## src/rtl/keypad_pkg.sv

```systemverilog
// keypad_pkg: shared constants and helpers for the 4x4 keypad entry path.
// Holds scan FSM state encodings, key code constants, operand target
// encodings and small decode functions used by keypad_scan and keypad_entry.
package keypad_pkg;

    localparam int unsigned KEY_W   = 4;
    localparam int unsigned VALUE_W = 16;
    localparam int unsigned NDIG_W  = 3;
    localparam int unsigned TGT_W   = 2;

    // Scan FSM states
    localparam logic [1:0] ST_SCAN     = 2'd0;
    localparam logic [1:0] ST_DEBOUNCE = 2'd1;
    localparam logic [1:0] ST_ACT      = 2'd2;
    localparam logic [1:0] ST_RELEASE  = 2'd3;

    // Non-digit key codes (code = 4*row + col)
    localparam logic [KEY_W-1:0] KEY_A    = 4'd3;
    localparam logic [KEY_W-1:0] KEY_B    = 4'd7;
    localparam logic [KEY_W-1:0] KEY_C    = 4'd11;
    localparam logic [KEY_W-1:0] KEY_STAR = 4'd12;
    localparam logic [KEY_W-1:0] KEY_HASH = 4'd14;
    localparam logic [KEY_W-1:0] KEY_D    = 4'd15;

    // Operand target, same encoding as display output enables
    localparam logic [TGT_W-1:0] TGT_REG1 = 2'b01;
    localparam logic [TGT_W-1:0] TGT_REG2 = 2'b10;

    // True for the ten numeric keys
    function automatic logic key_is_digit(input logic [KEY_W-1:0] code);
        logic is_d;
        case (code)
            KEY_A, KEY_B, KEY_C, KEY_STAR, KEY_HASH, KEY_D: is_d = 1'b0;
            default:                                        is_d = 1'b1;
        endcase
        return is_d;
    endfunction

    // BCD digit printed on a numeric key; non-digit codes return 0
    function automatic logic [3:0] key_digit(input logic [KEY_W-1:0] code);
        logic [3:0] d;
        case (code)
            4'd0:    d = 4'd1;
            4'd1:    d = 4'd2;
            4'd2:    d = 4'd3;
            4'd4:    d = 4'd4;
            4'd5:    d = 4'd5;
            4'd6:    d = 4'd6;
            4'd8:    d = 4'd7;
            4'd9:    d = 4'd8;
            4'd10:   d = 4'd9;
            default: d = 4'd0;
        endcase
        return d;
    endfunction

    // Lowest set column wins when several keys in one row are down
    function automatic logic [1:0] lowest_col(input logic [3:0] c);
        logic [1:0] idx;
        if (c[0])      idx = 2'd0;
        else if (c[1]) idx = 2'd1;
        else if (c[2]) idx = 2'd2;
        else           idx = 2'd3;
        return idx;
    endfunction

    // Index of the driven row from the one-hot row drive
    function automatic logic [1:0] row_index(input logic [3:0] r);
        logic [1:0] idx;
        case (r)
            4'b0010: idx = 2'd1;
            4'b0100: idx = 2'd2;
            4'b1000: idx = 2'd3;
            default: idx = 2'd0;
        endcase
        return idx;
    endfunction

endpackage

```

## src/rtl/keypad_scan.sv

```systemverilog
// keypad_scan: drives keypad rows one-hot, synchronizes and debounces the
// column sense and reports each accepted key exactly once.
// Ports:
//   clk, rst        clock, async active-high reset
//   cols            raw column sense (asynchronous)
//   rows            registered one-hot row drive
//   key_valid       registered one-cycle pulse per accepted key
//   key_code        registered code of accepted key (4*row+col)
//   act_c           combinational: FSM is in ACT this cycle
//   act_code_c      combinational: code of the key being acted on
module keypad_scan
    import keypad_pkg::*;
#(
    parameter int unsigned SCAN_DIV        = 4,
    parameter int unsigned DEBOUNCE_CYCLES = 8
) (
    input  logic             clk,
    input  logic             rst,
    input  logic [3:0]       cols,
    output logic [3:0]       rows,
    output logic             key_valid,
    output logic [KEY_W-1:0] key_code,
    output logic             act_c,
    output logic [KEY_W-1:0] act_code_c
);

    localparam int unsigned DIV_W = $clog2(SCAN_DIV);
    localparam int unsigned DEB_W = $clog2(DEBOUNCE_CYCLES);
    localparam logic [DIV_W-1:0] DIV_LAST = DIV_W'(SCAN_DIV - 1);
    localparam logic [DEB_W-1:0] DEB_LAST = DEB_W'(DEBOUNCE_CYCLES - 1);

    logic [3:0]       cols_s1_q, cols_s2_q;
    logic [1:0]       state_q, state_d;
    logic [3:0]       rows_q, rows_d;
    logic [DIV_W-1:0] div_q, div_d;
    logic [DEB_W-1:0] deb_q, deb_d;
    logic [1:0]       col_q, col_d;
    logic             key_valid_q, key_valid_d;
    logic [KEY_W-1:0] key_code_q, key_code_d;
    logic [3:0]       rows_next;

    assign rows_next  = {rows_q[2:0], rows_q[3]};
    assign act_c      = (state_q == ST_ACT);
    assign act_code_c = {row_index(rows_q), col_q};

    // Two-flop column synchronizer
    always_ff @(posedge clk or posedge rst) begin
        if (rst) begin
            cols_s1_q <= '0;
            cols_s2_q <= '0;
        end else begin
            cols_s1_q <= cols;
            cols_s2_q <= cols_s1_q;
        end
    end

    // Scan FSM state register
    always_ff @(posedge clk or posedge rst) begin
        if (rst) begin
            state_q     <= ST_SCAN;
            rows_q      <= 4'b0001;
            div_q       <= '0;
            deb_q       <= '0;
            col_q       <= '0;
            key_valid_q <= 1'b0;
            key_code_q  <= '0;
        end else begin
            state_q     <= state_d;
            rows_q      <= rows_d;
            div_q       <= div_d;
            deb_q       <= deb_d;
            col_q       <= col_d;
            key_valid_q <= key_valid_d;
            key_code_q  <= key_code_d;
        end
    end

    // Scan FSM next state
    always_comb begin
        state_d     = state_q;
        rows_d      = rows_q;
        div_d       = div_q;
        deb_d       = deb_q;
        col_d       = col_q;
        key_valid_d = 1'b0;
        key_code_d  = key_code_q;
        case (state_q)
            ST_SCAN: begin
                // Sample only in the last dwell cycle so the synchronized
                // columns reflect the row currently driven
                if (div_q == DIV_LAST) begin
                    div_d = '0;
                    if (cols_s2_q != 4'b0) begin
                        col_d   = lowest_col(cols_s2_q);
                        deb_d   = '0;
                        state_d = ST_DEBOUNCE;
                    end else begin
                        rows_d = rows_next;
                    end
                end else begin
                    div_d = div_q + DIV_W'(1);
                end
            end
            ST_DEBOUNCE: begin
                if (cols_s2_q[col_q]) begin
                    if (deb_q == DEB_LAST) begin
                        deb_d   = '0;
                        state_d = ST_ACT;
                    end else begin
                        deb_d = deb_q + DEB_W'(1);
                    end
                end else begin
                    deb_d   = '0;
                    div_d   = '0;
                    rows_d  = rows_next;
                    state_d = ST_SCAN;
                end
            end
            ST_ACT: begin
                key_valid_d = 1'b1;
                key_code_d  = act_code_c;
                deb_d       = '0;
                state_d     = ST_RELEASE;
            end
            ST_RELEASE: begin
                // Any column activity restarts the release window
                if (cols_s2_q == 4'b0) begin
                    if (deb_q == DEB_LAST) begin
                        deb_d   = '0;
                        div_d   = '0;
                        rows_d  = rows_next;
                        state_d = ST_SCAN;
                    end else begin
                        deb_d = deb_q + DEB_W'(1);
                    end
                end else begin
                    deb_d = '0;
                end
            end
            default: state_d = ST_SCAN;
        endcase
    end

    assign rows      = rows_q;
    assign key_valid = key_valid_q;
    assign key_code  = key_code_q;

endmodule

```

## src/rtl/keypad_entry.sv

```systemverilog
// keypad_entry: keypad front end that accumulates up to four BCD digits,
// selects the destination operand register and pulses enter on '#'.
// Ports:
//   clk, rst     clock, async active-high reset
//   cols         raw keypad column sense
//   rows         one-hot row drive
//   value        accumulated BCD digits, [15:12] most significant
//   ndigits      number of digits held (0..4)
//   target       01 = reg1, 10 = reg2
//   enter        one-cycle commit pulse
//   key_valid    one-cycle pulse per accepted key
//   key_code     accepted key code, valid with key_valid
module keypad_entry
    import keypad_pkg::*;
#(
    parameter int unsigned SCAN_DIV        = 4,
    parameter int unsigned DEBOUNCE_CYCLES = 8
) (
    input  logic               clk,
    input  logic               rst,
    input  logic [3:0]         cols,
    output logic [3:0]         rows,
    output logic [VALUE_W-1:0] value,
    output logic [NDIG_W-1:0]  ndigits,
    output logic [TGT_W-1:0]   target,
    output logic               enter,
    output logic               key_valid,
    output logic [KEY_W-1:0]   key_code
);

    logic               act_c;
    logic [KEY_W-1:0]   act_code_c;
    logic [3:0]         digit_c;

    logic [VALUE_W-1:0] value_q, value_d;
    logic [NDIG_W-1:0]  ndig_q, ndig_d;
    logic [TGT_W-1:0]   target_q, target_d;
    logic               fresh_q, fresh_d;
    logic               enter_q, enter_d;

    keypad_scan #(
        .SCAN_DIV        (SCAN_DIV),
        .DEBOUNCE_CYCLES (DEBOUNCE_CYCLES)
    ) u_scan (
        .clk        (clk),
        .rst        (rst),
        .cols       (cols),
        .rows       (rows),
        .key_valid  (key_valid),
        .key_code   (key_code),
        .act_c      (act_c),
        .act_code_c (act_code_c)
    );

    assign digit_c = key_digit(act_code_c);

    // Accumulator registers
    always_ff @(posedge clk or posedge rst) begin
        if (rst) begin
            value_q  <= '0;
            ndig_q   <= '0;
            target_q <= TGT_REG1;
            fresh_q  <= 1'b0;
            enter_q  <= 1'b0;
        end else begin
            value_q  <= value_d;
            ndig_q   <= ndig_d;
            target_q <= target_d;
            fresh_q  <= fresh_d;
            enter_q  <= enter_d;
        end
    end

    // Key actions; fresh makes the first digit after a commit start a new value
    always_comb begin
        value_d  = value_q;
        ndig_d   = ndig_q;
        target_d = target_q;
        fresh_d  = fresh_q;
        enter_d  = 1'b0;
        if (act_c) begin
            if (key_is_digit(act_code_c)) begin
                if (fresh_q) begin
                    value_d = {12'h000, digit_c};
                    ndig_d  = NDIG_W'(1);
                    fresh_d = 1'b0;
                end else if (ndig_q < NDIG_W'(4)) begin
                    value_d = {value_q[11:0], digit_c};
                    ndig_d  = ndig_q + NDIG_W'(1);
                end
            end else begin
                case (act_code_c)
                    KEY_A: target_d = TGT_REG1;
                    KEY_B: target_d = TGT_REG2;
                    KEY_C: begin
                        value_d = '0;
                        ndig_d  = '0;
                        fresh_d = 1'b0;
                    end
                    KEY_HASH: begin
                        enter_d = 1'b1;
                        fresh_d = 1'b1;
                    end
                    default: ;
                endcase
            end
        end
    end

    assign value   = value_q;
    assign ndigits = ndig_q;
    assign target  = target_q;
    assign enter   = enter_q;

endmodule
```

## config.mk

```make
export PLATFORM = sky130hd
export DESIGN_NAME = keypad_entry
export DESIGN_NICKNAME = d
export VERILOG_FILES = /design/src/rtl/keypad_pkg.sv /design/src/rtl/keypad_scan.sv /design/src/rtl/keypad_entry.sv
export SDC_FILE = /design/constraint.sdc
export NUM_CORES = 1
export LEC_CHECK = 0
export ABC_AREA = 0
export CAP_MARGIN = 10
export CORE_MARGIN = 1.5
export CORE_UTILIZATION = 52
export DETAILED_ROUTE_END_ITERATION = 10
export DONT_BUFFER_PORTS = 1
export GPL_TIMING_DRIVEN = 0
export PLACE_DENSITY = 0.77
export SYNTH_ARGS = -nofsm -noshare
export SYNTH_HDL_FRONTEND = slang
export SYNTH_SLANG_ARGS = --single-unit
```

## constraint.sdc

```tcl
create_clock -name clk -period 1.95 [get_ports clk]
set_input_delay 0.195 -clock clk [delete_from_list [all_inputs] [get_ports clk]]
set_output_delay 0.195 -clock clk [all_outputs]
set_load 0.02 [all_outputs]
```

# After elaboration in Yosys (flattened, before gate mapping)
# Memories as Yosys holds them, arrays and structs flattened.
# Index checks and enable logic that the tools add are counted.
totals:
  wordCells: 104
  romBits: 64
  reg_bits: 49
  memories: 1
  ramBits: 0
  latchBits: 0
mem_list:
  columns: ["name", "words", "word_bits", "read_ports", "rd_clocked_by_memory_dff", "write_ports", "line", "rtl"]
  rows:
  - ["(name not given)", 16, 4, 1, 0, 0, "keypad_pkg.sv:42", "case (code)"]
classes:
  magnitude_cmp: 2
  n_reduce_logical: 16
  n_bitwise: 1
  n_addsub: 3
  mul: 0
  n_eq_ne: 22
  n_shift: 0
  n_mux: 45
  div_mod_pow: 0
ops:
  columns: ["operator", "count"]
  rows:
  - ["16-bit 2-to-1 mux", 4]
  - ["3-bit 2-to-1 mux", 9]
  - ["4-bit equality test (second input constant)", 5]
  - ["2-bit 2-to-1 mux", 10]
  - ["4-bit 2-to-1 mux", 5]
  - ["2-bit one-hot mux with 3 select lines", 2]
  - ["3-bit one-hot mux with 4 select lines", 1]
  - ["4-bit one-hot mux with 3 select lines", 1]
  - ["1-bit 2-to-1 mux", 9]
  - ["3-bit AND reduction", 3]
  - ["4-bit by 2-bit equality test with 1-bit output (second input constant)", 2]
  - ["4-bit by 3-bit equality test with 1-bit output (second input constant)", 2]
  - ["2-bit by 1-bit inequality test with 1-bit output (second input constant)", 4]
  - ["2-bit one-hot mux with 4 select lines", 1]
  - ["3-bit by 1-bit adder with 3-bit output (second input constant)", 2]
  - ["2-bit equality test (second input constant)", 3]
  - ["6-bit AND reduction", 1]
  - ["3-bit nonzero test", 2]
  - ["6-bit OR reduction", 1]
  - ["5-bit AND reduction", 1]
  - ["4-bit logical NOT", 1]
  - ["2-bit inequality test (second input constant)", 2]
  - ["2-bit one-hot mux with 2 select lines", 1]
  - ["2-bit AND reduction", 2]
  - ["14 further kinds", 15]

# Longest topological paths before layout
depth:
  depth_word: 8
  mapped_depth: 8
  ltp_nobuf: 6

# By module
# From an unflattened synthesis, not the netlist that was laid out.
hier_totals:
  hier_cells: 169
  hier_area_um2: 2218.4
modules_own_cells:
  columns: ["module", "seq_area_each_um2", "cells_per_inst", "area_each_um2", "n_inst"]
  rows:
  - ["keypad_scan", 651.9, 86, 1123.6, 1]
  - ["keypad_entry", 576.8, 83, 1094.8, 1]

# Worst setup path after synthesis
# No wires, ideal clock.
synth_timing:
  kind: "reg-to-reg"
  start: "register u_scan.col_q[1]"
  end: "register value_q[10] (netlist: value[10])"
  n_path_buf: 2
  setup_slack_ns: -0.095
  arrival_time_ns: 1.979
  period_less_slack_ns: 2.045
  t_required_ns: 1.884
  stages_incl_launch_ff: 9
  path_cell_list: "dfrtp_1 clkbuf_1 inv_1 ha_1 or2_2 a21o_1 nor4_2 buf_2 a22o_1"
synth_between:
  elab_chain_len: 6
synth_lines:
  columns: ["item", "line", "rtl"]
  rows:
  - ["start: declaration", "keypad_scan.sv:37", "logic [1:0] col_q, col_d;"]
  - ["start signal: assignment", "keypad_scan.sv:72", "col_q <= col_d;"]
  - ["4-bit equality test, or another cell as far along", "keypad_pkg.sv:32", "case (code)"]
  - ["6-bit OR reduction", "keypad_pkg.sv:32", null]
  - ["1-bit 2-to-1 mux", "keypad_pkg.sv:32", null]
  - ["1-bit 2-to-1 mux", "keypad_entry.sv:81", "if (act_c) begin"]
  - ["3-bit by 2-bit inequality test with 1-bit output (no line) / 2-bit nonzero test (equally long branches)", null, null]
  - ["3-bit AND reduction (no line)", null, null]
  - ["end signal: assignment", "keypad_entry.sv:66", "value_q <= value_d;"]
  - ["end: declaration", "keypad_entry.sv:35", "logic [VALUE_W-1:0] value_q, value_d;"]
# Several ways; a longest one is shown, not always the timed one. The select of a mux whose other input is x is not followed.
# A chain may end at the register's enable or synchronous reset.

# Worst setup path in the final report
layout_timing:
  start: "register u_scan.cols_s2_q[0]"
  end: "register u_scan.rows_q[3] (netlist: u_scan.rows[3])"
layout_between:
  elab_chain_len: 4
layout_lines:
  columns: ["item", "line", "rtl"]
  rows:
  - ["start: declaration", "keypad_scan.sv:32", "logic [3:0] cols_s1_q, cols_s2_q;"]
  - ["start signal: assignment", "keypad_scan.sv:53", "cols_s2_q <= cols_s1_q;"]
  - ["1-bit binary-select mux with 2-bit select", "keypad_scan.sv:105", "if (cols_s2_q[col_q]) begin"]
  - ["1-bit 2-to-1 mux (implied by the code)", "keypad_scan.sv:105", null]
  - ["2-bit inequality test (no line)", null, null]
  - ["6-bit AND reduction (no line) *", null, null]
  - ["end signal: assignment", "keypad_scan.sv:69", "rows_q <= rows_d;"]
  - ["end: declaration", "keypad_scan.sv:34", "logic [3:0] rows_q, rows_d;"]
# Every way passes the cells marked *; elsewhere a longest branch is shown, timed or not. The select of a mux whose other input is x is not followed.

==> out/results.txt <==
gr usage total = 0.220
DIE AREA = 4670 um2
minimum clock period = 1930 ps
nets@finish = 224
DR pass1 iterations = 4
CP max stage cell = or4_4
initial antenna violation count = 0
vias per cell = 5.98
Area Overhead vs Synth = 21.5%
Buffers on Ports = 0
Pwr per Cell Area = 1000 nW/um2
status = complete, no violations
Initial Util = 0.547
H-tree levels = 2
Placed Instances = 229
RSZ-0062 raised after global routing = true
Max Cap Viol = 0
most common cell after layout, fill and taps aside = dfrtp_1
largest stage delay on the critical path = 570 ps
clock sinks = 49
CP required = 2140 ps
skew final = 6.77 ps
register area share after synthesis = 0.553
maximum resistive drop on vdd = 0.697 mV
fin util = 0.665
TritonCTS clock tree = done
first-pass GRT wire length = 7430 um
Crit Path Class = reg2reg
Critical Path Fanout Max = 4
Post-Synthesis Cells = 178
Synth cell types = 44
overall power = 2.71 mW
Syn Nets = 192
die height = 68.4 um
vias in the first global route = 1,584
critical path buffer and inverter count = 0
Root Buffer = clkbuf_8
Worst-Margin Slew = 448 ps
Remaining Overflow, GRT = 0
multi-input logic area = 971 um2
share of layout cells above drive strength 1 = 0.313
CP startpoint kind = flop
reg2reg path depth = 4
Async SR Flop Fraction = 1.00
pin count of the biggest net entering global routing = 43
FILL cells = 293
number of synthesized flops with an enable pin = 0
routed len/inst = 18.7 um
dpl hpwl = 3080 um
Finished Layout Cells = 261
delay-heaviest family, CP = simple AND/OR/NAND/NOR gates
top cell type's share of synthesized area = 0.530
Worst Hold Margin = 258 ps
Seq. cell area = 1240 um2
Avg Cell Area, Syn = 12.5 um2
core area = 4060 um2
LEAKAGE = 1.22 nW
worst-path cell chain = or4_4 -> o21a_4 -> a31oi_4 -> mux2_2
DRC viols = 0
RR Endpoint = u_scan.rows[3]$_DFFE_PP0P_
Clock transition at path regs = 80 ps
Critical Path Sink Type = flop
ANT cells = 0
via count = 1,562
WP data arrival = 2120 ps
gp weighted congestion = 0.782
reg2reg start = u_scan.cols_s2_q[0]$_DFF_PP0_
Final setup viols = 0
setup_tns = 0 ps
clk_lat worst skew = 300 ps
Final Slew Violations = 0
First DRT Iteration DRCs = 71
Yosys top cell by area = dfrtp_1
Ports = 37
Hold Fails Final Rpt = 0
CTS buffer count = 5
row count = 23
Synth Register Bits = 49
Cell Area, Synth = 2220 um2
synth top area cells = dfrtp_1 53%, a22o_1 5.1%, mux2_2 4.6%
most frequently used flop master after synthesis = dfrtp_1
most frequent cells in the layout = 44 x dfrtp_1, 19 x nand2_1, 19 x buf_4
achievable frequency = 0.517 GHz
YS warnings = 0
Tcrit/Tclk final = 0.991
Clock Tree Buf Depth = 2
Routed WL = 4870 um
worst hold path type = in2async
chip width = 68.4 um
r2r setup slk = 20 ps
Max-slew headroom = 0.700
Antenna Nets Post-Route = 0
state kept, by name, summed over array words and instances, names as in the netlist, named ones only:
| signal | cells |
|---|---|
| fresh_q | 1 |
| target | 2 |
| value | 16 |
| ndigits | 3 |
| u_scan.div_q | 2 |
| u_scan.deb_q | 3 |
| enter | 1 |
| u_scan.key_code | 4 |
| u_scan.col_q | 2 |
| u_scan.cols_s2_q | 4 |
| u_scan.cols_s1_q | 4 |
| u_scan.state_q | 1 |
| u_scan.rows | 4 |
| u_scan.key_valid | 1 |
cell type report:
type | instances | area share
Sequential cell | 49 | 0.458
Multi-Input combinational cell | 113 | 0.360
Timing Repair Buffer | 26 | 0.0830
Clock buffer | 7 | 0.0320
Tap cell | 50 | 0.0232
Buffer | 6 | 0.0199
Inverter | 9 | 0.0125
Clock inverter | 1 | 0.0111
synth_stat cells, drive strengths merged, types with 4 or more instances:
cell   instances
dfrtp         47
nand2         19
a22o          13
mux2           9
o21ai          9
ha             8
inv            8
a21oi          7
nor2           7
buf            4
metrics by stage:
stage | worst slack, ps | cell area, um2
floorplan | 21.8 | 2220
global placement | -159 | 2290
detailed placement | -256 | 2310
CTS | -7.47 | 2610
global route | -23.6 | 2700
finish | 17.0 | 2700
power breakdown:
part / total, mW / internal [mW] / switching, mW
clock: 0.732 / 0.418 / 0.314
combinational: 0.797 / 0.389 / 0.408
sequential: 1.18 / 1.10 / 0.0835
per-layer routing:
metal,up-vias,global-route usage,routed length (um)
met5,-,0,0
met4,0,0.0775,62
met1,785,0.257,2040
met2,50,0.385,2520
li1,718,-,-
met3,9,0.0609,254
worst register-to-register path, delay by kind of cell, from the launching register on:
kind / cells / cell delay, ps
AO/OA/AOI/OAI: 2 / 460
flip-flops: 1 / 420
multiplexers: 1 / 370
AND/OR/NAND/NOR: 1 / 570
cells by family after synthesis:
kind of cell / count (synthesis) / synth area share
adder cells (fa/ha/maj): 8 / 0.0451
AO/OA/AOI/OAI: 49 / 0.179
multiplexers: 13 / 0.0710
AND/OR/NAND/NOR: 43 / 0.119
buffers and inverters: 16 / 0.0321
flip-flops: 49 / 0.553
how the worst max path moves through the flow:
stage                                       start  slack, ps                          to  depth (start not counted)
finish              u_scan.cols_s2_q[0]$_DFF_PP0_         20  u_scan.rows[3]$_DFFE_PP0P_                          4
global route        u_scan.cols_s2_q[0]$_DFF_PP0_        -20  u_scan.rows[3]$_DFFE_PP0P_                          4
floorplan             u_scan.col_q[1]$_DFFE_PP0P_         20       value[10]$_DFFE_PP0P_                          8
global placement      u_scan.col_q[1]$_DFFE_PP0P_       -160       value[10]$_DFFE_PP0P_                          8
CTS                    u_scan.rows[0]$_DFFE_PP1P_         -7        value[7]$_DFFE_PP0P_                          6
detailed placement    u_scan.col_q[1]$_DFFE_PP0P_       -260       value[12]$_DFFE_PP0P_                          8
timing repair:
item / 4_1_cts / 5_1_grt
hold buffers: 5 / 0
setup endpoints to repair: 21 / 21
gates cloned: 1 / 1
pin swaps: 6 / 8
buffers inserted: 11 / 8
resized for setup: 12 / 11
hold endpoints to repair: 51 / 0
Note: power is estimated with default switching activity, not from simulation.
